`src/rtl/nth_prime_sequencer.sv`:
```
// Walks candidates 2,3,5,7,... through an external is_prime core and reports the Nth prime.
// Flags overflow when candidates exceed MAX_VALUE and timeout when the core stalls.
module nth_prime_sequencer #(
    parameter int unsigned     W         = 32,
    parameter logic [W-1:0]    MAX_VALUE = 32'hFFFFFFFB,
    parameter int unsigned     TIMEOUT   = 1 << 20
) (
    input  logic         clk,
    input  logic         rst_n,
    input  logic         start,
    input  logic [W-1:0] target_n,
    output logic         busy,
    output logic         done,
    output logic [W-1:0] prime_out,
    output logic [W-1:0] prime_count,
    output logic         err_overflow,
    output logic         err_timeout,
    output logic         ip_start,
    output logic [W-1:0] ip_value,
    input  logic         ip_done,
    input  logic         ip_result
);

    typedef enum logic [2:0] {
        S_IDLE,
        S_ISSUE,
        S_SETTLE,
        S_WAIT,
        S_CHECK,
        S_DONE
    } state_t;

    state_t       state;
    logic [W-1:0] target;
    logic [W-1:0] cand;
    logic [31:0]  tcnt;
    logic         result;

    logic [W-1:0] count_inc;
    logic [W:0]   plus_two;
    logic [W-1:0] next_cand;
    logic         wrap;
    logic [31:0]  tcnt_inc;

    always_comb begin
        count_inc = prime_count + W'(result);
        plus_two  = {1'b0, cand} + (W+1)'(2);
        wrap      = plus_two[W];
        next_cand = (cand == W'(2)) ? W'(3) : plus_two[W-1:0];
        tcnt_inc  = tcnt + 32'd1;
    end

    // ip_start is raised on entry to ISSUE so the pulse coincides with the ISSUE cycle.
    always_ff @(posedge clk) begin
        if (!rst_n) begin
            state        <= S_IDLE;
            busy         <= 1'b0;
            done         <= 1'b0;
            prime_out    <= '0;
            prime_count  <= '0;
            err_overflow <= 1'b0;
            err_timeout  <= 1'b0;
            ip_start     <= 1'b0;
            ip_value     <= '0;
            target       <= '0;
            cand         <= '0;
            tcnt         <= '0;
            result       <= 1'b0;
        end else begin
            ip_start <= 1'b0;
            case (state)
                S_IDLE, S_DONE: begin
                    if (start) begin
                        target       <= target_n;
                        cand         <= W'(2);
                        prime_count  <= '0;
                        prime_out    <= '0;
                        err_overflow <= 1'b0;
                        err_timeout  <= 1'b0;
                        if (target_n == '0) begin
                            done  <= 1'b1;
                            busy  <= 1'b0;
                            state <= S_DONE;
                        end else begin
                            done     <= 1'b0;
                            busy     <= 1'b1;
                            ip_start <= 1'b1;
                            ip_value <= W'(2);
                            state    <= S_ISSUE;
                        end
                    end
                end
                S_ISSUE: begin
                    tcnt  <= '0;
                    state <= S_SETTLE;
                end
                S_SETTLE: begin
                    state <= S_WAIT;
                end
                S_WAIT: begin
                    if (ip_done) begin
                        result <= ip_result;
                        state  <= S_CHECK;
                    end else if (TIMEOUT != 0 && tcnt_inc == 32'(TIMEOUT)) begin
                        err_timeout <= 1'b1;
                        done        <= 1'b1;
                        busy        <= 1'b0;
                        state       <= S_DONE;
                    end else begin
                        tcnt <= tcnt_inc;
                    end
                end
                S_CHECK: begin
                    prime_count <= count_inc;
                    if (result && count_inc == target) begin
                        prime_out <= cand;
                        done      <= 1'b1;
                        busy      <= 1'b0;
                        state     <= S_DONE;
                    end else if (wrap || next_cand > MAX_VALUE) begin
                        err_overflow <= 1'b1;
                        prime_out    <= '0;
                        done         <= 1'b1;
                        busy         <= 1'b0;
                        state        <= S_DONE;
                    end else begin
                        cand     <= next_cand;
                        ip_value <= next_cand;
                        ip_start <= 1'b1;
                        state    <= S_ISSUE;
                    end
                end
                default: state <= S_IDLE;
            endcase
        end
    end

endmodule

```
`config.mk`:
```
export PLATFORM = sky130hd
export DESIGN_NAME = nth_prime_sequencer
export DESIGN_NICKNAME = d
export VERILOG_FILES = /design/src/rtl/nth_prime_sequencer.sv
export SDC_FILE = /design/constraint.sdc
export NUM_CORES = 1
export LEC_CHECK = 0
export CAP_MARGIN = 20
export CORE_UTILIZATION = 62
export DETAILED_ROUTE_END_ITERATION = 6
export GPL_TIMING_DRIVEN = 0
export PLACE_DENSITY = 0.95
export REMOVE_ABC_BUFFERS = 1
export SLEW_MARGIN = 25
export SYNTH_ARGS = -nofsm -noshare
export SYNTH_HDL_FRONTEND = slang
export SYNTH_SLANG_ARGS = --single-unit
```
`constraint.sdc`:
```
create_clock -name clk -period 7.5 [get_ports clk]
set_input_delay 1.5 -clock clk [delete_from_list [all_inputs] [get_ports clk]]
set_output_delay 1.5 -clock clk [all_outputs]
set_load 0.01 [all_outputs]
```
==> flow_summary_export.csv, run 1 <==
group,metric,value,unit
synthesis,async_flop_share,0,%
synthesis,ys_seq_area_share,32.7,%
placed_design,portBuffers,137,
setup_path,cp.arrival,5410,ps
clock_tree,cts_sinks,201,
setup_path,endpoint_kind,"register",
floorplanning,die_w,143,um
floorplanning,die_h,143,um
placed_design,dp.cells,1882,
clock_tree,htree_levels,1,
clock_tree,path_clk_slew,60,ps
synthesis,ys.flop_type,"dfxtp_1",
sta,finalCritPeriodShare,67.4,%
grt,use_met3,6.98,%
detailed_routing,wl,38.2,mm
grt,gr-max-usage-layer,"met2",
worst_hold_path,hold_class,"register to register",
sta,setup_viol,0,
placed_design,hpwl,26.2,mm
sta,skew,15.6,ps
final_layout,fin_util,74.0,%
grt,grtUsageTotal,36.9,%
sta,max_freq,0.198,GHz
pwr,p_per_area,201,nW/um2
sta,period_minus_slack,5050,ps
job,max-cap-violations,0,
floorplanning,rows,51,
synthesis,synth_area,12300,um2
clock_tree,insertion_delay,510,ps
final_layout,n_antenna_cell,0,
synthesis,yosys_warnings,0,
detailed_routing,wl_per_cell,19.9,um
sta,setup_slack,2450,ps
setup_path,critPathLaunchType,"input port",
placed_design,dp_slack,2130,ps
detailed_routing,num_vias,13100,
clock_tree,cts_tree,"built",
final_layout,final_layout_size_suffix_gt1_share,5.31,%
grt,grt_pass1_vias,11700,
placed_design,gp_congestion,1.01,
floorplanning,io_pins,138,
final_layout,nFillCells,1442,
grt,grt_max_degree,93,
final_layout,final_cells,1921,
pwr,p_total,2.90,mW
grt,grt_use_met2,58.7,%
detailed_routing,via_per_inst,6.81,
setup_path,criticalPathCategory,"input port to register",
setup_path,required,7860,ps
sta,drv_slew,0,
pwr,p_leak,4.58,nW
clock_tree,post-cts-setup-buffer-count,0,
detailed_routing,postRouteAntennaNets,0,
status,status,"finished clean",
grt,use_met1,48.0,%
pwr,ir_drop,0.194,mV
setup_path,path_max_fanout,22,
detailed_routing,drc,0,
clock_tree,cts_resized,0,
sta,slew_headroom,29.6,%
synthesis,synth_edf_count,0,
clock_tree,cts_inserted_buffers,22,
floorplanning,start_util,63.3,%
sta,hold_violations,0,
grt,antenna_found_initial,0,
detailed_routing,drt_iter0_markers,1360,
synthesis,synth_cell_types,90,
detailed_routing,first_pass_iters,6,
grt,grt_pass1_wl,60.6,mm
final_layout,multiInputGateArea,7480,um2
synthesis,syn_avg_cell_area,7.58,um2
clock_tree,hold_buffers,0,
final_layout,nNetsFinal,1683,
clock_tree,clockRootBuffer,"clkbuf_16",
clock_tree,cts_max_path_buffers,3,
grt,grt_overflow_total,0,
final_layout,area.sequential,4030,um2
floorplanning,core_region_area,19500,um2
synthesis,ys_ff_latch,201,
final_layout,area_delta_synth_final,16.9,%
sta,worst_slew_pin_slew,1060,ps
sta,rsz0062_at_grt,"false",
synthesis,postSynthCellCount,1625,
floorplanning,die_area,20400,um2
power breakdown:
part           internal [mW]  switching [mW]
clock                  0.770           0.446
sequential              1.10          0.0397
combinational          0.187           0.359
total                   2.06           0.844
worst max-delay path, cell delays in order:
cell             delay (ps)
clkdlybuf4s50_1         580
nand4b_1                600
nand2_1                 960
nand2b_1                790
nor2_2                  750
o221ai_1                210
placed cells by master, fill, tap and decap left out, types with 13 or more instances in the layout:
master and instances:
o32ai_1 13, xnor2_1 46, o22ai_1 28, a31oi_1 23, nand4_1 49, o21ai_0 54
clkbuf_16 23, a21oi_1 103, nor2_1 92, nand2b_1 16, nor3_1 35, o31ai_1 28
xor2_1 19, and4_1 17, nand2_1 253, or4_1 18, and2_1 19, and3_1 20
dfxtp_1 200, nand3_1 82, inv_1 38, nor4_1 52, mux2i_1 23, o221ai_1 21
or3_1 27, clkdlybuf4s50_1 136
layer usage:
| layer | up-vias | share of wire (%) | routed length, um |
|---|---|---|---|
| li1 | 6028 | - | - |
| met2 | 792 | 46 | 17500 |
| met5 | - | 0 | 0 |
| met3 | 140 | 10 | 3840 |
| met4 | 0 | 4.1 | 1580 |
| met1 | 6123 | 40 | 15300 |
metrics by stage:
stage          setup TNS [ps]  area, um2  hold WS, ps
6_report                    0      14400          456
4_1_cts                     0      14400          460
5_1_grt                     0      14400          476
2_1_floorplan               0      11600          436
3_3_place_gp          -258370      13300          443
3_5_place_dp                0      13600          451
kinds of logic after synthesis:
kind of cell / count (synthesis) / synth area share, %
flops: 201 / 32.7
xor+xnor: 65 / 4.62
fa+ha+maj: 5 / 0.508
mux: 25 / 2.08
buf+inv: 195 / 6.92
compound gates: 377 / 20.6
simple gates: 757 / 32.6
Yosys cell counts (35+ instances only):
master    count  area (um2)
a21oi_1     104         521
nand3_1      82         410
nand4_1      49         307
nor4_1       53         332
nor3_1       35         175
xnor2_1      46         403
inv_1        38         143
nand2_1     254         953
dfxtp_1     201        4020
clkbuf_1    102         383
nor2_1       93         349
o21ai_0      55         275
worst paths after layout:
check	from	to	slack [ps]	cells past startpoint
max	start	cand[9]	2450	6
min	ip_value[25]	ip_value[25]	460	2
max reg2reg	cand[2]	cand[16]	2670	10
min reg2reg	ip_value[25]	ip_value[25]	460	2
sequential cells by signal, summed over array words and instances (netlist names):
name,flops
busy,1
cand,32
done,1
err_overflow,1
err_timeout,1
ip_start,1
ip_value,32
prime_count,32
prime_out,32
result,1
state,3
target,32
tcnt,32
layout make-up:
| class | instances | share of cell area, % |
|---|---|---|
| Timing Repair Buffer | 147 | 11.1 |
| Multi-Input combinational cell | 1229 | 51.9 |
| Inverter | 40 | 1.08 |
| Clock buffer | 30 | 4.46 |
| Sequential cell | 201 | 28.0 |
| Tap cell | 265 | 2.30 |
| Clock inverter | 9 | 1.21 |
Power figures use the tool's default switching activity.
==> run 2: changes to the inputs <==
CORE_UTILIZATION = 52   (was 62)
PLACE_DENSITY = 0.87   (was 0.95)
clock period = 4.1 ns   (was 7.5 ns; I/O delays follow)
==> flow_summary_export.csv, run 2 (synthesis gave the netlist of run 1 again) <==
group,metric,value,unit
grt,grt_pass1_vias,11600,
setup_path,required,4480,ps
placed_design,hpwl,27.5,mm
floorplanning,core_region_area,22900,um2
sta,finalCritPeriodShare,96.5,%
grt,grt_overflow_total,0,
job,max-cap-violations,0,
pwr,power.internal,3.69,mW
placed_design,portBuffers,137,
worst_hold_path,hold_depth,2,
sta,worst_slew_pin_slew,1160,ps
floorplanning,die_h,156,um
status,status,"finished clean",
detailed_routing,via_per_inst,6.55,
detailed_routing,drc,0,
pwr,power.share.clock,41.0,%
clock_tree,insertion_delay,510,ps
setup_path,criticalPathCategory,"register to register",
grt,grt_pass1_wl,61.2,mm
setup_path,r2r_setup_slack,140,ps
worst_hold_path,hp-start,"ip_value[16]",
grt,grtUsageTotal,31.3,%
clock_tree,cts_inserted_buffers,23,
worst_hold_path,min_to,"ip_value[16]",
placed_design,gp_congestion,0.981,
setup_path,path_max_fanout,14,
sta,max_freq,0.253,GHz
clock_tree,cts_max_path_buffers,3,
sta,skew,15.2,ps
final_layout,n_antenna_cell,0,
pwr,comb_power_share,19.3,%
sta,slew_headroom,22.6,%
sta,hold_violations,0,
floorplanning,rows,55,
final_layout,nFillCells,1940,
clock_tree,path_clk_slew,60,ps
setup_path,r2r_start,"result",
clock_tree,htree_levels,1,
floorplanning,io_pins,138,
clock_tree,cts_sinks,201,
final_layout,nNetsFinal,1688,
setup_path,critPathLaunchType,"register",
detailed_routing,drt_iter0_markers,1253,
clock_tree,cts_tree,"built",
floorplanning,start_util,53.7,%
sta,period_minus_slack,3960,ps
detailed_routing,num_vias,12900,
sta,rsz0062_at_grt,"true",
final_layout,area_delta_synth_final,18.7,%
setup_path,endpoint_kind,"register",
grt,antenna_found_initial,0,
setup_path,cp.arrival,4340,ps
detailed_routing,wl_per_cell,20.0,um
final_layout,final_cell_mix,"nand2_1, dfxtp_1, clkdlybuf4s50_1",
pwr,p_switching,1.58,mW
pwr,seqPwrFrac,39.6,%
floorplanning,die_w,156,um
pwr,p_per_area,360,nW/um2
clock_tree,clockRootBuffer,"clkbuf_16",
final_layout,layout_commonest_cell,"nand2_1",
floorplanning,die_area,24300,um2
final_layout,fin_util,63.8,%
detailed_routing,postRouteAntennaNets,0,
final_layout,final_layout_size_suffix_gt1_share,6.50,%
pwr,switching_share,30.0,%
sta,drv_slew,0,
detailed_routing,wl,39.5,mm
pwr,p_total,5.27,mW
placed_design,dp_slack,-626,ps
pwr,p_leak,4.68,nW
clock_tree,post-cts-setup-buffer-count,0,
setup_path,r2r_end,"prime_out[3]",
sta,setup_viol,0,
detailed_routing,first_pass_iters,6,
worst_hold_path,hold_class,"register to register",
sta,setup_slack,144,ps
setup_path,reg2reg_depth,11,
pwr,ir_drop,0.266,mV
grt,grt_max_degree,76,
run 2: how the worst max path moves through the flow:
stage                   from           end  slack [ps]  depth (start not counted)
finish                result  prime_out[3]         140                         11
global route         tcnt[0]       tcnt[0]         -20                         10
CTS                   result  prime_out[3]          20                         11
detailed placement   cand[2]      cand[12]        -630                         10
global placement       rst_n      cand[26]       -6420                          5
floorplan           state[2]      cand[13]        -350                          6
run 2: power by group through the flow:
| stage | registers (mW) | logic (mW) | clock network (mW) |
|---|---|---|---|
| floorplan | 2.12 | 0.543 | 0 |
| global placement | 2.14 | 0.844 | 0 |
| detailed placement | 2.13 | 0.968 | 0 |
| CTS | 2.08 | 0.975 | 2.18 |
| global route | 2.09 | 1.09 | 2.26 |
| finish | 2.09 | 1.02 | 2.16 |
run 2: timing repair:
action / 4_1_cts / 5_1_grt
setup endpoints to repair: 100 / 113
pin swaps: 0 / 3
resized for setup: 12 / 16
gates cloned: 0 / 3
hold buffers: 0 / 0
run 2: per-stage QoR:
| step | hold slack, ps | area [um2] | TNS [ps] | instances |
|---|---|---|---|---|
| floorplan | 436 | 11600 | -13290 | 1470 |
| global placement | 442 | 13400 | -818900 | 1920 |
| detailed placement | 449 | 13600 | -37010 | 1931 |
| CTS | 457 | 14500 | 0 | 1971 |
| global route | 478 | 14600 | -17.5 | 1974 |
| finish | 457 | 14600 | 0 | 1974 |
run 2: cell type report:
type,count,area (um2),area share (%)
timing repair buffer,148,1600,11.0
multi-input combinational,1232,7650,52.3
tap,313,392,2.68
inverter,40,155,1.06
clock buffer,32,669,4.58
sequential,201,4030,27.5
clock inverter,8,121,0.830
run 2: worst max-delay path, stage by stage, from the launching register on:
cell and delay [ps]:
dfxtp_1 390, ha_1 190, ha_1 350, nand4_4 280, or2_2 460, nor2_1 200
o2111ai_1 230, nor4_1 470, o2111a_1 420, nand2_1 240, a31oi_4 450, o31ai_1 150
run 2: layer usage:
layer | vias to the layer above | share of wire [%] | global-route usage [%]
met1 | 6184 | 43 | 42.6
met5 | - | 0 | 0
met3 | 88 | 8.2 | 4.78
met4 | 0 | 3.2 | 10.9
li1 | 6064 | - | -
met2 | 601 | 46 | 50.1
==> run 3: changes to the inputs <==
CORE_UTILIZATION = 65   (was 52)
DONT_BUFFER_PORTS = 1   (was not set)
PLACE_DENSITY = 0.9   (was 0.87)
clock period = 3.76 ns   (was 4.1 ns; I/O delays follow)
==> flow_summary_export.csv, run 3 (synthesis gave the netlist of run 1 again) <==
group,metric,value,unit
setup_path,endpoint_kind,"register",
sta,worst_slew_pin_slew,1030,ps
sta,fin_tns_setup,-85.1,ps
detailed_routing,drt-met1-wl,15.4,mm
final_layout,nNetsFinal,1569,
placed_design,gp_congestion,0.954,
sta,setup_viol,4,
status,violations,"setup timing",
sta,max_freq,0.264,GHz
pwr,ir_drop,0.414,mV
grt,grt_pass1_wl,61.4,mm
detailed_routing,top_layer_used,"met4",
setup_path,criticalPathCategory,"register to register",
worst_hold_path,hold_class,"input port to register",
final_layout,final_layout_size_suffix_gt1_share,10.4,%
floorplanning,die_h,140,um
grt,grt_max_degree,135,
detailed_routing,drc,0,
setup_path,required,4170,ps
grt,grt_overflow_total,0,
floorplanning,start_util,67.4,%
placed_design,hpwl,24.9,mm
detailed_routing,num_vias,12700,
sta,slew_headroom,31.0,%
floorplanning,core_region_area,18300,um2
setup_path,critPathLaunchType,"register",
setup_path,startpoint,"cand[2]",
sta,finalCritPeriodShare,101,%
setup_path,path_buf_inv,1,
setup_path,path_delay_family,"simple AND/OR/NAND/NOR gates",
final_layout,area_delta_synth_final,9.44,%
detailed_routing,first_pass_iters,5,
setup_path,cpPeakStageDelay,500,ps
setup_path,path_max_fanout,11,
final_layout,final_cell_mix,"nand2_1, dfxtp_1, a21oi_1",
detailed_routing,wl_met2,17.6,mm
clock_tree,cts_inserted_buffers,22,
status,status,"complete, but fails checks",
job,max-cap-violations,0,
detailed_routing,wl_met3,4.15,mm
detailed_routing,via_per_inst,7.16,
grt,grt_pass1_vias,11700,
clock_tree,cts_max_path_buffers,3,
floorplanning,io_pins,138,
clock_tree,clockRootBuffer,"clkbuf_16",
detailed_routing,postRouteAntennaNets,0,
detailed_routing,wl_per_cell,21.9,um
detailed_routing,wl,38.8,mm
clock_tree,insertion_delay,510,ps
placed_design,portBuffers,0,
pwr,p_per_area,424,nW/um2
setup_path,r2r_start,"cand[2]",
sta,hold_violations,0,
final_layout,fin_util,73.8,%
clock_tree,htree_levels,1,
setup_path,critical-path-slowest-cell,"dfxtp_1",
sta,holdWs,371,ps
final_layout,layout_commonest_cell,"nand2_1",
grt,antenna_found_initial,1,
floorplanning,die_area,19500,um2
sta,period_minus_slack,3790,ps
sta,skew,15.7,ps
detailed_routing,drt_iter0_markers,1610,
worst_hold_path,hp-start,"target_n[19]",
sta,setup_slack,-32.2,ps
clock_tree,cts_sinks,201,
clock_tree,hold_buffers,0,
sta,drv_slew,0,
floorplanning,rows,49,
pwr,p_leak,4.34,nW
grt,grtUsageTotal,38.5,%
setup_path,crit_chain,"ha_2 > nand3_2 > nor4_4 > buf_4 > nand4_1 > xnor2_1 > o21ai_0 > o41ai_4 > nand2b_4 > nor2_4 > o32ai_1",
setup_path,cp.arrival,4200,ps
clock_tree,path_clk_slew,60,ps
floorplanning,die_w,140,um
clock_tree,cts_tree,"built",
==> run 3: cell types whose count changed in the layout (fill, tap and decap cells not counted), sizes merged <==
| cell | change |
|---|---|
| buf | +14 |
| nand2 | +2 |
| clkbuf | -3 |
| clkdlybuf4s50 | -136 |
| bufinv | +1 |
| nand3 | +1 |
| diode | +1 |
| clkinv | +2 |
| nand2b | +1 |
| inv | -1 |
==> run 3: final cells by class <==
cell class	instances	area [um2]
clock buffers	29	638
repair buffers	26	340
flip-flops and latches	201	4050
inverters	40	155
diodes	1	2.50
well taps	229	287
clock inverters	10	153
fillers	1374	4790
multi-input cells	1236	7860
==> run 3: path summary, 6_finish.rpt <==
check                                  end  cells after the start  slack (ps)
worst max register to register    cand[18]                     11         -30
worst min register to register  target[22]                      2         460
worst min-delay path            target[19]                      2         370
worst max-delay path              cand[18]                     11         -30
==> run 3: stage by stage <==
step / worst slack (ps) / total power, mW / std cells / instance area [um2]
final: -32.2 / 5.72 / 1772 / 13500
after global routing: -33.2 / 5.90 / 1771 / 13500
after CTS: 1.35 / 5.66 / 1760 / 13200
after detailed placement: -917 / 3.27 / 1708 / 12100
after global placement: -3170 / 3.15 / 1699 / 11900
after floorplan: -694 / 2.90 / 1470 / 11600
==> run 3: repair_timing <==
item,CTS,global route
resized for setup,42,32
pin swaps,5,8
hold endpoints to repair,0,0
setup endpoints to repair,121,116
gates cloned,5,2
setup buffers,8,9
==> run 3: power by group <==
| part | total [mW] | internal (mW) | switching (mW) | leakage [nW] |
|---|---|---|---|---|
| Combinational | 1.07 | 0.357 | 0.712 | 2.32 |
| Clock | 2.36 | 1.46 | 0.897 | 0.391 |
| Sequential | 2.29 | 2.19 | 0.0933 | 1.63 |
| Total | 5.72 | 4.01 | 1.70 | 4.34 |
==> run 3: metal layers <==
| metal | vias up | track usage [%] |
|---|---|---|
| met1 | 5915 | 49.8 |
| met5 | - | 0 |
| li1 | 5809 | - |
| met3 | 148 | 7.57 |
| met4 | 0 | 16.0 |
| met2 | 811 | 62.7 |
